## src/rtl/pacman_direction_controller_pkg.sv

```systemverilog
// Shared direction encoding for the Pac-Man controller and the sprite position updater.
package pacman_direction_controller_pkg;

  typedef logic [3:0] dir_t;

  localparam dir_t DirNone  = 4'b0000;
  localparam dir_t DirRight = 4'b0001;
  localparam dir_t DirUp    = 4'b0010;
  localparam dir_t DirDown  = 4'b0100;
  localparam dir_t DirLeft  = 4'b1000;

  typedef enum logic [1:0] {
    StIdle,
    StMoving,
    StStalled
  } state_e;

  function automatic dir_t reverse_dir(dir_t d);
    dir_t r;
    case (d)
      DirRight: r = DirLeft;
      DirLeft:  r = DirRight;
      DirUp:    r = DirDown;
      DirDown:  r = DirUp;
      default:  r = DirNone;
    endcase
    return r;
  endfunction

endpackage

```

## src/rtl/pacman_direction_controller_if.sv

```systemverilog
// Button, legal-move and direction-pulse signals between the board/updater side and the
// direction controller.
interface pacman_direction_controller_if;

  logic                                 enable;
  logic                                 btn_up;
  logic                                 btn_down;
  logic                                 btn_left;
  logic                                 btn_right;
  pacman_direction_controller_pkg::dir_t valid_moves;
  pacman_direction_controller_pkg::dir_t move_direction;
  pacman_direction_controller_pkg::dir_t heading;
  logic                                 stalled;

  modport master (
    output enable, btn_up, btn_down, btn_left, btn_right, valid_moves,
    input  move_direction, heading, stalled
  );

  modport slave (
    input  enable, btn_up, btn_down, btn_left, btn_right, valid_moves,
    output move_direction, heading, stalled
  );

endinterface

```

## src/rtl/button_debouncer.sv

```systemverilog
// Two-flop synchroniser plus stability counter for one raw button; emits a one-cycle press
// pulse registered together with the debounced level's rising edge.
module button_debouncer #(
  parameter int unsigned DEBOUNCE_CYCLES = 1_000_000
) (
  input  logic clk,
  input  logic rst,
  input  logic btn,
  output logic press
);

  localparam int unsigned CntW = (DEBOUNCE_CYCLES > 1) ? $clog2(DEBOUNCE_CYCLES) : 1;
  localparam logic [CntW-1:0] CntMax = CntW'(DEBOUNCE_CYCLES - 1);

  logic [1:0]      sync_q;
  logic            level_q, level_d;
  logic            press_q, press_d;
  logic [CntW-1:0] cnt_q, cnt_d;

  // Counter tracks how long the synchronised input has disagreed with the accepted level.
  always_comb begin
    cnt_d   = '0;
    level_d = level_q;
    press_d = 1'b0;
    if (sync_q[1] != level_q) begin
      if (cnt_q == CntMax) begin
        level_d = sync_q[1];
        press_d = sync_q[1];
      end else begin
        cnt_d = cnt_q + 1'b1;
      end
    end
  end

  always_ff @(posedge clk) begin
    if (rst) begin
      sync_q  <= '0;
      level_q <= 1'b0;
      press_q <= 1'b0;
      cnt_q   <= '0;
    end else begin
      sync_q  <= {sync_q[0], btn};
      level_q <= level_d;
      press_q <= press_d;
      cnt_q   <= cnt_d;
    end
  end

  assign press = press_q;

endmodule

```

## src/rtl/pacman_direction_controller.sv

```systemverilog
// Turns debounced button presses into paced one-hot move pulses for the Pac-Man sprite,
// holding one queued turn and retrying the current heading against the legal-move mask.
module pacman_direction_controller
  import pacman_direction_controller_pkg::*;
#(
  parameter int unsigned DEBOUNCE_CYCLES = 1_000_000,
  parameter int unsigned STEP_PERIOD     = 5_000_000
) (
  input logic                          clk,
  input logic                          rst,
  pacman_direction_controller_if.slave bus
);

  localparam int unsigned StepW = $clog2(STEP_PERIOD);
  localparam logic [StepW-1:0] StepMax = StepW'(STEP_PERIOD - 1);

  logic [3:0] btn_raw;
  dir_t       press;  // bit positions follow the direction encoding
  dir_t       press_dir;

  assign btn_raw = {bus.btn_left, bus.btn_down, bus.btn_up, bus.btn_right};

  for (genvar i = 0; i < 4; i++) begin : g_db
    button_debouncer #(
      .DEBOUNCE_CYCLES(DEBOUNCE_CYCLES)
    ) u_db (
      .clk  (clk),
      .rst  (rst),
      .btn  (btn_raw[i]),
      .press(press[i])
    );
  end

  always_comb begin
    press_dir = DirNone;
    if ((press & DirUp) != DirNone)         press_dir = DirUp;
    else if ((press & DirDown) != DirNone)  press_dir = DirDown;
    else if ((press & DirLeft) != DirNone)  press_dir = DirLeft;
    else if ((press & DirRight) != DirNone) press_dir = DirRight;
  end

  logic [StepW-1:0] step_cnt_q, step_cnt_d;
  logic             step;

  assign step = bus.enable && (step_cnt_q == StepMax);

  always_comb begin
    step_cnt_d = '0;
    if (bus.enable && !step) step_cnt_d = step_cnt_q + 1'b1;
  end

  state_e state_q, state_d;
  dir_t   queued_q, queued_d;
  dir_t   heading_q, heading_d;
  dir_t   move_q, move_d;

  always_comb begin
    state_d   = state_q;
    queued_d  = queued_q;
    heading_d = heading_q;
    move_d    = DirNone;
    if (step) begin
      if (queued_q != DirNone && (bus.valid_moves & queued_q) != DirNone) begin
        move_d    = queued_q;
        heading_d = queued_q;
        queued_d  = DirNone;
        state_d   = StMoving;
      end else if (heading_q != DirNone && (bus.valid_moves & heading_q) != DirNone) begin
        move_d  = heading_q;
        state_d = StMoving;
      end else if (state_q != StIdle) begin
        state_d = StStalled;
      end
    end
    // A press landing on a step overrides the consume-clear above.
    if (press_dir != DirNone) queued_d = press_dir;
  end

  always_ff @(posedge clk) begin
    if (rst) begin
      step_cnt_q <= '0;
      state_q    <= StIdle;
      queued_q   <= DirNone;
      heading_q  <= DirNone;
      move_q     <= DirNone;
    end else begin
      step_cnt_q <= step_cnt_d;
      state_q    <= state_d;
      queued_q   <= queued_d;
      heading_q  <= heading_d;
      move_q     <= move_d;
    end
  end

  assign bus.move_direction = move_q;
  assign bus.heading        = heading_q;
  assign bus.stalled        = (state_q == StStalled);

endmodule

```

## src/flat_wrapper.sv

```systemverilog
// flat-port wrapper written by rule: the top's interface ports become plain ports
module pacman_direction_controller_flat import pacman_direction_controller_pkg::*;
#(
  parameter int unsigned DEBOUNCE_CYCLES = 1_000_000,
  parameter int unsigned STEP_PERIOD     = 5_000_000
)
  (clk, rst, bus_enable, bus_btn_up, bus_btn_down, bus_btn_left, bus_btn_right, bus_valid_moves, bus_move_direction, bus_heading, bus_stalled);
  pacman_direction_controller_if bus_i ();
  input logic clk;
  input logic rst;
  input wire logic [$bits(bus_i.enable)-1:0] bus_enable;
  input wire logic [$bits(bus_i.btn_up)-1:0] bus_btn_up;
  input wire logic [$bits(bus_i.btn_down)-1:0] bus_btn_down;
  input wire logic [$bits(bus_i.btn_left)-1:0] bus_btn_left;
  input wire logic [$bits(bus_i.btn_right)-1:0] bus_btn_right;
  input wire logic [$bits(bus_i.valid_moves)-1:0] bus_valid_moves;
  output wire logic [$bits(bus_i.move_direction)-1:0] bus_move_direction;
  output wire logic [$bits(bus_i.heading)-1:0] bus_heading;
  output wire logic [$bits(bus_i.stalled)-1:0] bus_stalled;
  assign bus_i.enable = bus_enable;
  assign bus_i.btn_up = bus_btn_up;
  assign bus_i.btn_down = bus_btn_down;
  assign bus_i.btn_left = bus_btn_left;
  assign bus_i.btn_right = bus_btn_right;
  assign bus_i.valid_moves = bus_valid_moves;
  assign bus_move_direction = bus_i.move_direction;
  assign bus_heading = bus_i.heading;
  assign bus_stalled = bus_i.stalled;
  pacman_direction_controller #(.DEBOUNCE_CYCLES(DEBOUNCE_CYCLES), .STEP_PERIOD(STEP_PERIOD)) u_core (.clk(clk), .rst(rst), .bus(bus_i));
endmodule
```

## config.mk

```make
export PLATFORM = sky130hd
export DESIGN_NAME = pacman_direction_controller_flat
export DESIGN_NICKNAME = d
export VERILOG_FILES = /design/src/rtl/pacman_direction_controller_pkg.sv /design/src/rtl/pacman_direction_controller_if.sv /design/src/rtl/button_debouncer.sv /design/src/rtl/pacman_direction_controller.sv /design/src/flat_wrapper.sv
export SDC_FILE = /design/constraint.sdc
export NUM_CORES = 1
export LEC_CHECK = 0
export CAP_MARGIN = 20
export CELL_PAD_IN_SITES_DETAIL_PLACEMENT = 2
export CELL_PAD_IN_SITES_GLOBAL_PLACEMENT = 2
export CORE_AREA = 2 2 144 146
export CTS_CLUSTER_SIZE = 30
export DETAILED_ROUTE_END_ITERATION = 8
export DIE_AREA = 0 0 146 148
export PLACE_DENSITY = 0.65
export RECOVER_POWER = 100
export SYNTH_ARGS = -nofsm -noshare
export SYNTH_HDL_FRONTEND = slang
export SYNTH_HIERARCHICAL = 1
export SYNTH_SLANG_ARGS = --single-unit
```

## constraint.sdc

```tcl
create_clock -name clk -period 2.4 [get_ports clk]
set_input_delay 0.48 -clock clk [delete_from_list [all_inputs] [get_ports clk]]
set_output_delay 0.48 -clock clk [all_outputs]
set_load 0.01 [all_outputs]
```

Word-level counts from Yosys, hierarchy flattened --
Index checks and enable logic that the tools add are counted.
Cells by class: muxes and demuxes 12, bitwise operators 12, add/subtract/negate cells 5, equal/unequal tests 10, reduce and logical (&&, ||, !) cells 31
Operator list (count):
- 20-bit by 1-bit adder with 20-bit output, second input constant | 4
- 20-bit == test, second input constant | 4
- 4-bit 2-to-1 mux | 8
- 3-bit OR reduction | 8
- 23-bit by 1-bit adder with 23-bit output, second input constant | 1
- 23-bit == test, second input constant | 1
- 4-bit nonzero test | 5
- 2-bit AND reduction | 7
- 1-bit inverter | 10
- 4-bit bitwise AND | 2
- 2-bit 2-to-1 mux | 3
- 2-bit nonzero test | 3
- 1-bit logical AND | 4
- 1-bit != test | 4
- 2-bit OR reduction | 2
- 3-bit nonzero test | 1
- 2-bit == test, second input constant | 1
- 1-bit zero test | 1
- 1-bit 2-to-1 mux | 1
Storage, ports and cells: register bits 133, input bits 11, output and inout bits 9, logic and storage cells 91

Depth between registers and ports, before layout --
Gate-level depths: netlist of the first run.
depth in word-level cells 7, gate-level depth with buffers 8

By module --
The synthesis of the first run kept the hierarchy.
By module, submodules not included:
- button_debouncer | seq. area each 480.5 µm², area each 1042.2 µm², instances 4, cells each 120
- pacman_direction_controller | seq. area each 740.7 µm², area each 1729.2 µm², instances 1, cells each 196

Least setup slack after synthesis of the first run --
Ideal clock, no wire load.
path type reg-to-reg, from reg u_core.g_db[0].u_db.cnt_q[0], to reg u_core.g_db[0].u_db.cnt_q[14], clock period less this slack 1.911 ns, data arrival time 1.841 ns, path buffers 1, cell stages (with the launch flop) 7, path slack 0.489 ns, data required time 2.330 ns, cell sequence dfxtp_1 > ha_1 > nand4_2 > or4_1 > clkbuf_2 > or3_1 > a21oi_1
Between the ends: cells in the longest elaborated chain, start to end 2, elaborated cells between the ends (all ways) 3
RTL lines:
- start, declared | line button_debouncer.sv:18 | logic [CntW-1:0] cnt_q, cnt_d;
- start signal, assigned | line button_debouncer.sv:45 | cnt_q <= cnt_d;
- branches (longest 2 deep; another with 20-bit by 1-bit adder with 20-bit output)
Several ways; the timed one is not identified. A chain may end at the register's enable or synchronous reset.

Worst setup path after layout of the first run --
from reg u_core.step_cnt_q[0], to reg u_core.step_cnt_q[19]
Between the ends: cells in the longest elaborated chain, start to end 6, elaborated cells between the ends (all ways) 7
RTL lines:
- start, declared | line pacman_direction_controller.sv:42 | logic [StepW-1:0] step_cnt_q, step_cnt_d;
- start signal, assigned | line pacman_direction_controller.sv:87 | step_cnt_q <= step_cnt_d;
- branches (longest 6 deep; another with 23-bit by 1-bit adder with 23-bit output)
Several ways; the timed one is not identified.

==> run metrics, run 1 <==
critical path, cell by cell ha_1, and4_1, nand4_1, clkbuf_1, o21ai_1, clkbuf_4, a21oi_1; final WL 16100 um; WL per Instance 16.3 um; RePlAce Congestion 0.770; worst r2r src u_core/step_cnt_q[0]; WHS Endpoint u_core/g_db[0].u_db/sync_q[1]; core box area 20000 um2; FP Rows 52; Reg2Reg Capture Point u_core/step_cnt_q[19]; Antenna Nets Post-Route 0; fin crit share 91.6%; mux cell area share after synthesis 0%; met2 layer usage reported by global route 27.7%; initial antenna violation count 0; hold_buf cts 0; yosys warns 6; Die Wd 146 um; Pleak 2.09 nW; Adder-Cell Fraction of Synth Area 1.06%; clk_lat worst skew 0.42 ns; Seq cells post-synth 133; P&R area growth vs syn 18.5%; final setup fails 0; RSZ-0062 raised after global routing no; top_reg_cell synth dfxtp_1; Worst path max stage delay 0.42 ns; Comb power frac 1.4%; Setup WS pre-CTS 0.178 ns; final hold violations 0; skew final 0.00587 ns; simple-gate share of the synthesized area 31.2%; Clock Power Share 53.8%; vias in the first global route 5527; crit path kind reg -> reg; Die Area 21600 um2; Mapped Avg Cell Area 8.73 um2; CTS sink count 133; largest family of logic cells by synthesized area simple AND/OR/NAND/NOR gates; CTS buffer count 17; port bufs 19; share of cells above drive strength 1 7.26%; Final Max Tran Viols 0; total negative slack 0 ns; final cell count without fillers 986; final core occ 34.9%; Clock transition at path regs 0.06 ns; dpl hpwl 11200 um; pwr dens 711 nW/um2; Final Instance Area 6990 um2; R2R Setup Slk 0.20 ns; H-tree depth 4; Antenna Cells 0; VDD IR-drop max 0.487 mV; Period minus WS final 2.20 ns; Initial Utilization 29.4%; synth unique cells 50; f_max 0.455 GHz; sequential fraction of the synthesis area 45.1%; Crit. End Element flop; ys async rst share 0%; Psw 1.01 mW; actual slew at the worst max-slew pin 0.828 ns; outcome completed; total global routing overflow 0; max-cap viol count 0; NumNets Final 719; cell area after synthesis 5900 um2; Synth area leader dfxtp_1; Critical path buffers and inverters 2; Syn Nets 692; reg2reg path depth 7; WP data required 2.70 ns; Synth Area in XOR/XNOR 9.06%; Post-synth EDFFs 0; min-delay src u_core/g_db[0].u_db/sync_q[0]; routed via count 5094; Mapped Cells 676; worst min-delay path class reg -> reg; largest cells by area after synthesis dfxtp_1 (45%), xnor2_1 (6.2%), nor2_1 (4.4%); CTS tree built; DRT iter0 DRCs 111; Worst path top cell family by delay buffers and inverters; drt drc 0; crit-path max FO 14; Root Driver clkbuf_16; met3 Usage GRT 3.15%; GRT Util Overall 15.8%; met1 Track Usage GR 19.1%; Slew HR 44.8%; Post-Place Cells 952; Cell Int Power 3.96 mW; critical path data arrival time 2.49 ns; Pre-antenna DRT Iters 4; Worst setup SP type flop; Slowest-stage cell, CP dfxtp_1; via/cell ratio 5.17; Switching Share 20.4%; CTS max path bufs 2; post-synth top area share 45.1%; I/O pin count 20; hold path cells 1; Setup WS post-layout 0.201 ns; Area after DPL 6390 um2; busiest layer in global routing met2; largest net degree at the start of global routing 33; Die Ht 148 um; Reg power frac 44.8%; compound-cell area share of the yosys netlist 11.0%; global-route wire length before repair 27800 um
layout make-up:
type	count	area, um2
Multi-Input combinational cell	507	3070
Clock inverter	9	125
Inverter	18	67.6
Clock buffer	23	478
Tap cell	270	338
Sequential cell	133	2660
Fill cell	2302	13000
Timing Repair Buffer	26	249
registers in the layout (all words and copies together) (netlist names):
| signal | flops |
|---|---|
| u_core/step_cnt_q | 23 |
| u_core/g_db.u_db/cnt_q | 80 |
| u_core/g_db.u_db/level_q | 4 |
| u_core/g_db.u_db/press | 4 |
| u_core/bus.move_direction | 4 |
| u_core/g_db.u_db/sync_q | 8 |
| u_core/state_q | 2 |
| u_core/bus.heading | 4 |
| u_core/queued_q | 4 |
layer usage:
metal / up-vias / part of all wire (%)
li1: 2503 / -
met3: 19 / 2.1
met4: 0 / 1.8
met5: - / 0
met2: 42 / 51
met1: 2530 / 46
cells by family (layout without fill, tap and decap cells):
logic type / Yosys count / in the layout
and+or+nand+nor: 328 / 328
buffers and inverters: 36 / 76
DFF: 133 / 133
AOI/OAI and AO/OA: 113 / 113
xor gates and xnor gates: 61 / 61
adders and majority gates: 5 / 5
placed cells by master (no fill, tap or decap), types with 4 or more instances in the layout:
master / n
and4_1: 9
and3_1: 9
nand4_2: 4
clkbuf_16: 17
a21oi_1: 49
nor4_1: 20
clkdlybuf4s50_1: 9
nand4_1: 23
or4_1: 13
nor3_1: 14
clkbuf_1: 4
xor2_1: 19
dfxtp_1: 133
clkinv_2: 4
nor2b_1: 14
or3_1: 33
nand3_1: 44
nor3b_1: 4
dlygate4sd3_1: 10
inv_1: 18
nand2_1: 48
nor2_1: 69
nand4b_1: 8
nor4bb_1: 4
xnor2_1: 42
ha_1: 5
and3_2: 4
o21ai_0: 36
o31ai_1: 10
o21ai_2: 4
stage by stage:
| step | hold slack [ns] | power [mW] |
|---|---|---|
| 6_report | 0.439 | 4.97 |
| 5_1_grt | 0.461 | 5.17 |
| 4_1_cts | 0.445 | 5.06 |
| 3_3_place_gp | 0.417 | 2.34 |
| 3_5_place_dp | 0.427 | 2.35 |
| 2_1_floorplan | 0.414 | 2.30 |
cells in the mapped netlist, types with 2 or more instances:
cell        n
nand4b_1    8
o311ai_1    2
o31ai_1    10
and4_1      9
nor4bb_1    4
nor3_1     14
nor2b_1    14
nand3_1    44
nor3b_1     4
o21ai_0    36
nand4_2     6
dfxtp_1   133
o21ai_2     4
ha_1        5
and3_2      4
or3_1      33
and3_1      9
xnor2_1    42
or4_1      13
nor2_1     69
clkbuf_1    9
a22oi_1     2
nand2_1    48
clkbuf_2    4
buf_2       3
inv_1      18
xor2_1     19
a21oi_1    49
nor4_1     20
nand4_1    21
worst max-delay path by stage:
stage | from | to | slack [ns] | cells past startpoint
final | u_core/step_cnt_q[0] | u_core/step_cnt_q[19] | 0.20 | 7
after detailed placement | bus_enable | u_core/bus.move_direction[3] | 0.18 | 4
after global placement | bus_valid_moves[2] | u_core/queued_q[2] | 0.25 | 6
after global routing | u_core/step_cnt_q[0] | u_core/step_cnt_q[19] | 0.02 | 7
after floorplan | u_core/g_db[0].u_db/cnt_q[0] | u_core/g_db[0].u_db/cnt_q[14] | 0.49 | 6
after CTS | u_core/step_cnt_q[16] | u_core/bus.move_direction[3] | 0.10 | 4
power groups by stage:
stage	Clock, mW	Combinational [mW]	Sequential, mW
2_1_floorplan	0	0.0299	2.27
3_3_place_gp	0	0.0701	2.27
3_5_place_dp	0	0.0719	2.27
4_1_cts	2.77	0.0723	2.23
5_1_grt	2.87	0.0778	2.23
6_report	2.68	0.0696	2.23
repair_timing:
item | CTS | global route
endpoints found under the hold margin | 0 | 0
gates resized for setup | 0 | 0
setup buffers | 0 | 2
setup endpoints to repair | 0 | 5
(Power assumes the default switching activity.)
==> inputs of run 2 (changes only) <==
Settings changed: GPL_TIMING_DRIVEN set to 0.
==> run 2 against run 1 <==
Sequential power barely moved. Count of clock-buffer cells in the layout fell by 4. Utilization rose by 0.39 points. Total power fell by 0.45%. Global-route usage rose by 0.083 points. Critical path depth fell by 3. Setup slack got worse by 0.030 ns. Die area did not move. Combinational power rose by 2%. Fmax fell by 1.3%. Clock skew rose by 0.0032 ns. Register-to-register slack got worse by 0.03 ns. Largest power group unchanged. Highest routed layer unchanged.
==> run metrics, run 2 (synthesized netlist as in run 1, its figures left out) <==
outcome completed; final WL 16300 um (+1.7%); CTS max path bufs 2 (unchanged); Die Wd 146 um (unchanged); total global routing overflow 0 (unchanged); core box area 20000 um2 (unchanged); share of cells above drive strength 1 8.67% (+1.4 points); most frequent cells in the layout dfxtp_1 (133), nor2_1 (69), a21oi_1 (49), nand2_1 (48), nand3_1 (44); VDD IR-drop max 0.419 mV (-14%); Slew HR 40.7% (-4.1 points); register area 2660 um2 (unchanged); initial antenna violation count 0 (unchanged); Pre-antenna DRT Iters 4 (unchanged); worst min-delay path class reg -> reg; Slowest-stage cell, CP or3_1; total negative slack 0 ns (unchanged); skew final 0.00909 ns (+0.00322 ns); DRT iter0 DRCs 172 (+55%); Worst setup SP type flop; commonest non-fill, non-tap cell in the layout dfxtp_1; CTS tree built; register name with the most flops u_core/g_db.u_db/cnt_q; Setup WS post-layout 0.171 ns (-0.0297 ns); reg2reg path depth 4 (-3); clk_lat worst skew 0.42 ns (about the same); Clock transition at path regs 0.06 ns (about the same); fin crit share 92.9% (+1.2 points); min-delay src u_core/g_db[2].u_db/sync_q[0]; Worst path max stage delay 0.55 ns (+0.13 ns); FP Rows 52 (unchanged); crit path kind reg -> reg; H-tree depth 4 (unchanged); Final Max Tran Viols 0 (unchanged); routed via count 5142 (+0.94%); Setup WS pre-CTS -0.417 ns (-0.595 ns); largest net degree at the start of global routing 24 (-27%); via/cell ratio 5.16 (-0.17%); worst r2r src u_core/step_cnt_q[6]; Root Driver clkbuf_16; actual slew at the worst max-slew pin 0.887 ns (+0.0592 ns); critical path data arrival time 2.56 ns (+0.07 ns); R2R Setup Slk 0.17 ns (-0.03 ns); Antenna Nets Post-Route 0 (unchanged); P&R area growth vs syn 19.9%; Fillers 2286 (-0.70%); final setup fails 0 (unchanged); biggest regs u_core/g_db.u_db/cnt_q (80), u_core/step_cnt_q (23), u_core/g_db.u_db/sync_q (8); port bufs 19 (unchanged); crit-path max FO 10 (-4); f_max 0.449 GHz (-1.3%); pwr dens 700 nW/um2 (-1.5%); Die Ht 148 um (unchanged); I/O pin count 20 (unchanged); critical path, cell by cell nor4_1, nand4_1, or3_1, a21oi_1; Crit. End Element flop; Reg2Reg Capture Point u_core/bus.move_direction[2]; CTS buffer count 17 (unchanged); final hold violations 0 (unchanged); Die Area 21600 um2 (unchanged); hold path cells 1 (unchanged); NumNets Final 730 (+1.5%); Multi-input gate area 3120 um2 (+1.5%); Largest register FFs 80 (unchanged); GRT Util Overall 15.9% (+0.083 points); RePlAce Congestion 0.732 (-5.0%); dpl hpwl 12000 um (+7.0%); vias in the first global route 5684 (+2.8%); Period minus WS final 2.23 ns (+0.0297 ns); Initial Utilization 29.4% (unchanged); max-cap viol count 0 (unchanged); Antenna Cells 0 (unchanged); drt drc 0 (unchanged); Pleak 2.11 nW (+0.94%); WL per Instance 16.4 um (+0.58%); WHS Endpoint u_core/g_db[2].u_db/sync_q[1]; CTS sink count 133 (unchanged); WP data required 2.73 ns (+0.03 ns); global-route wire length before repair 27900 um (+0.20%)
[run 2: cell types whose count changed in the layout (fill, tap and decap cells not counted), sizes merged]
cell | previous run | this run
clkinvlp | 2 | 5
inv | 18 | 19
clkdlybuf4s50 | 9 | 15
clkbuf | 26 | 33
dlygate4sd3 | 10 | 4
[run 2: repair_timing]
item                                    CTS  global route
hold buffers                              0             0
setup buffers                             0             0
resized for setup                         1            15
cloned                                    0             0
endpoints found under the setup margin   20            64
[run 2: power breakdown]
part / total, mW / internal, mW / switching (mW)
Clock: 2.65 / 1.65 / 0.998
Combinational: 0.0713 / 0.0293 / 0.0420
Sequential: 2.23 / 2.22 / 0.00761
[run 2: layout make-up]
class                           instances  share of cell area (%)
Clock inverter                         13                    2.21
Multi-Input combinational cell        507                    44.1
Sequential cell                       133                    37.7
Tap cell                              270                    4.78
Inverter                               18                   0.956
Buffer                                 18                    1.33
Clock buffer                           19                    6.27
Timing Repair Buffer                   19                    2.69
[run 2: metal layers]
layer  track usage (%)  vias up  part of all wire, %
li1                  -     2531                    -
met1              18.0     2567                   45
met2              29.4       26                   52
met3              3.70       18                  2.0
met4              5.10        0                  1.3
met5                 0        -                    0
[run 2: worst max path at each step]
stage                                       from                            end  slack (ns)  depth (start not counted)
floorplan           u_core/g_db[0].u_db/cnt_q[0]  u_core/g_db[0].u_db/cnt_q[14]        0.49                          6
global placement                             rst   u_core/g_db[0].u_db/cnt_q[3]       -0.25                          5
detailed placement                           rst   u_core/g_db[0].u_db/cnt_q[9]       -0.42                          5
CTS                         u_core/step_cnt_q[0]           u_core/step_cnt_q[3]        0.02                          8
global route                                 rst   u_core/g_db[3].u_db/cnt_q[4]       -0.02                          5
finish                      u_core/step_cnt_q[6]   u_core/bus.move_direction[2]        0.17                          4
[run 2: stage by stage]
stage | utilization [%] | instances | hold WS (ns) | instance area [um2] | power, mW
2_1_floorplan | - | 676 | 0.414 | 5900 | 2.30
3_3_place_gp | 32.1 | 965 | 0.422 | 6430 | 2.34
3_5_place_dp | 32.1 | 965 | 0.432 | 6430 | 2.34
4_1_cts | 35.1 | 997 | 0.444 | 7030 | 5.05
5_1_grt | 35.3 | 997 | 0.468 | 7070 | 5.17
6_report | 35.3 | 997 | 0.440 | 7070 | 4.95
[run 2: critical path, delay by kind of cell (launching register included)]
family	cells	cell delay, ns
flip-flops	1	0.37
AO/OA/AOI/OAI	1	0.21
AND/OR/NAND/NOR	3	1.55
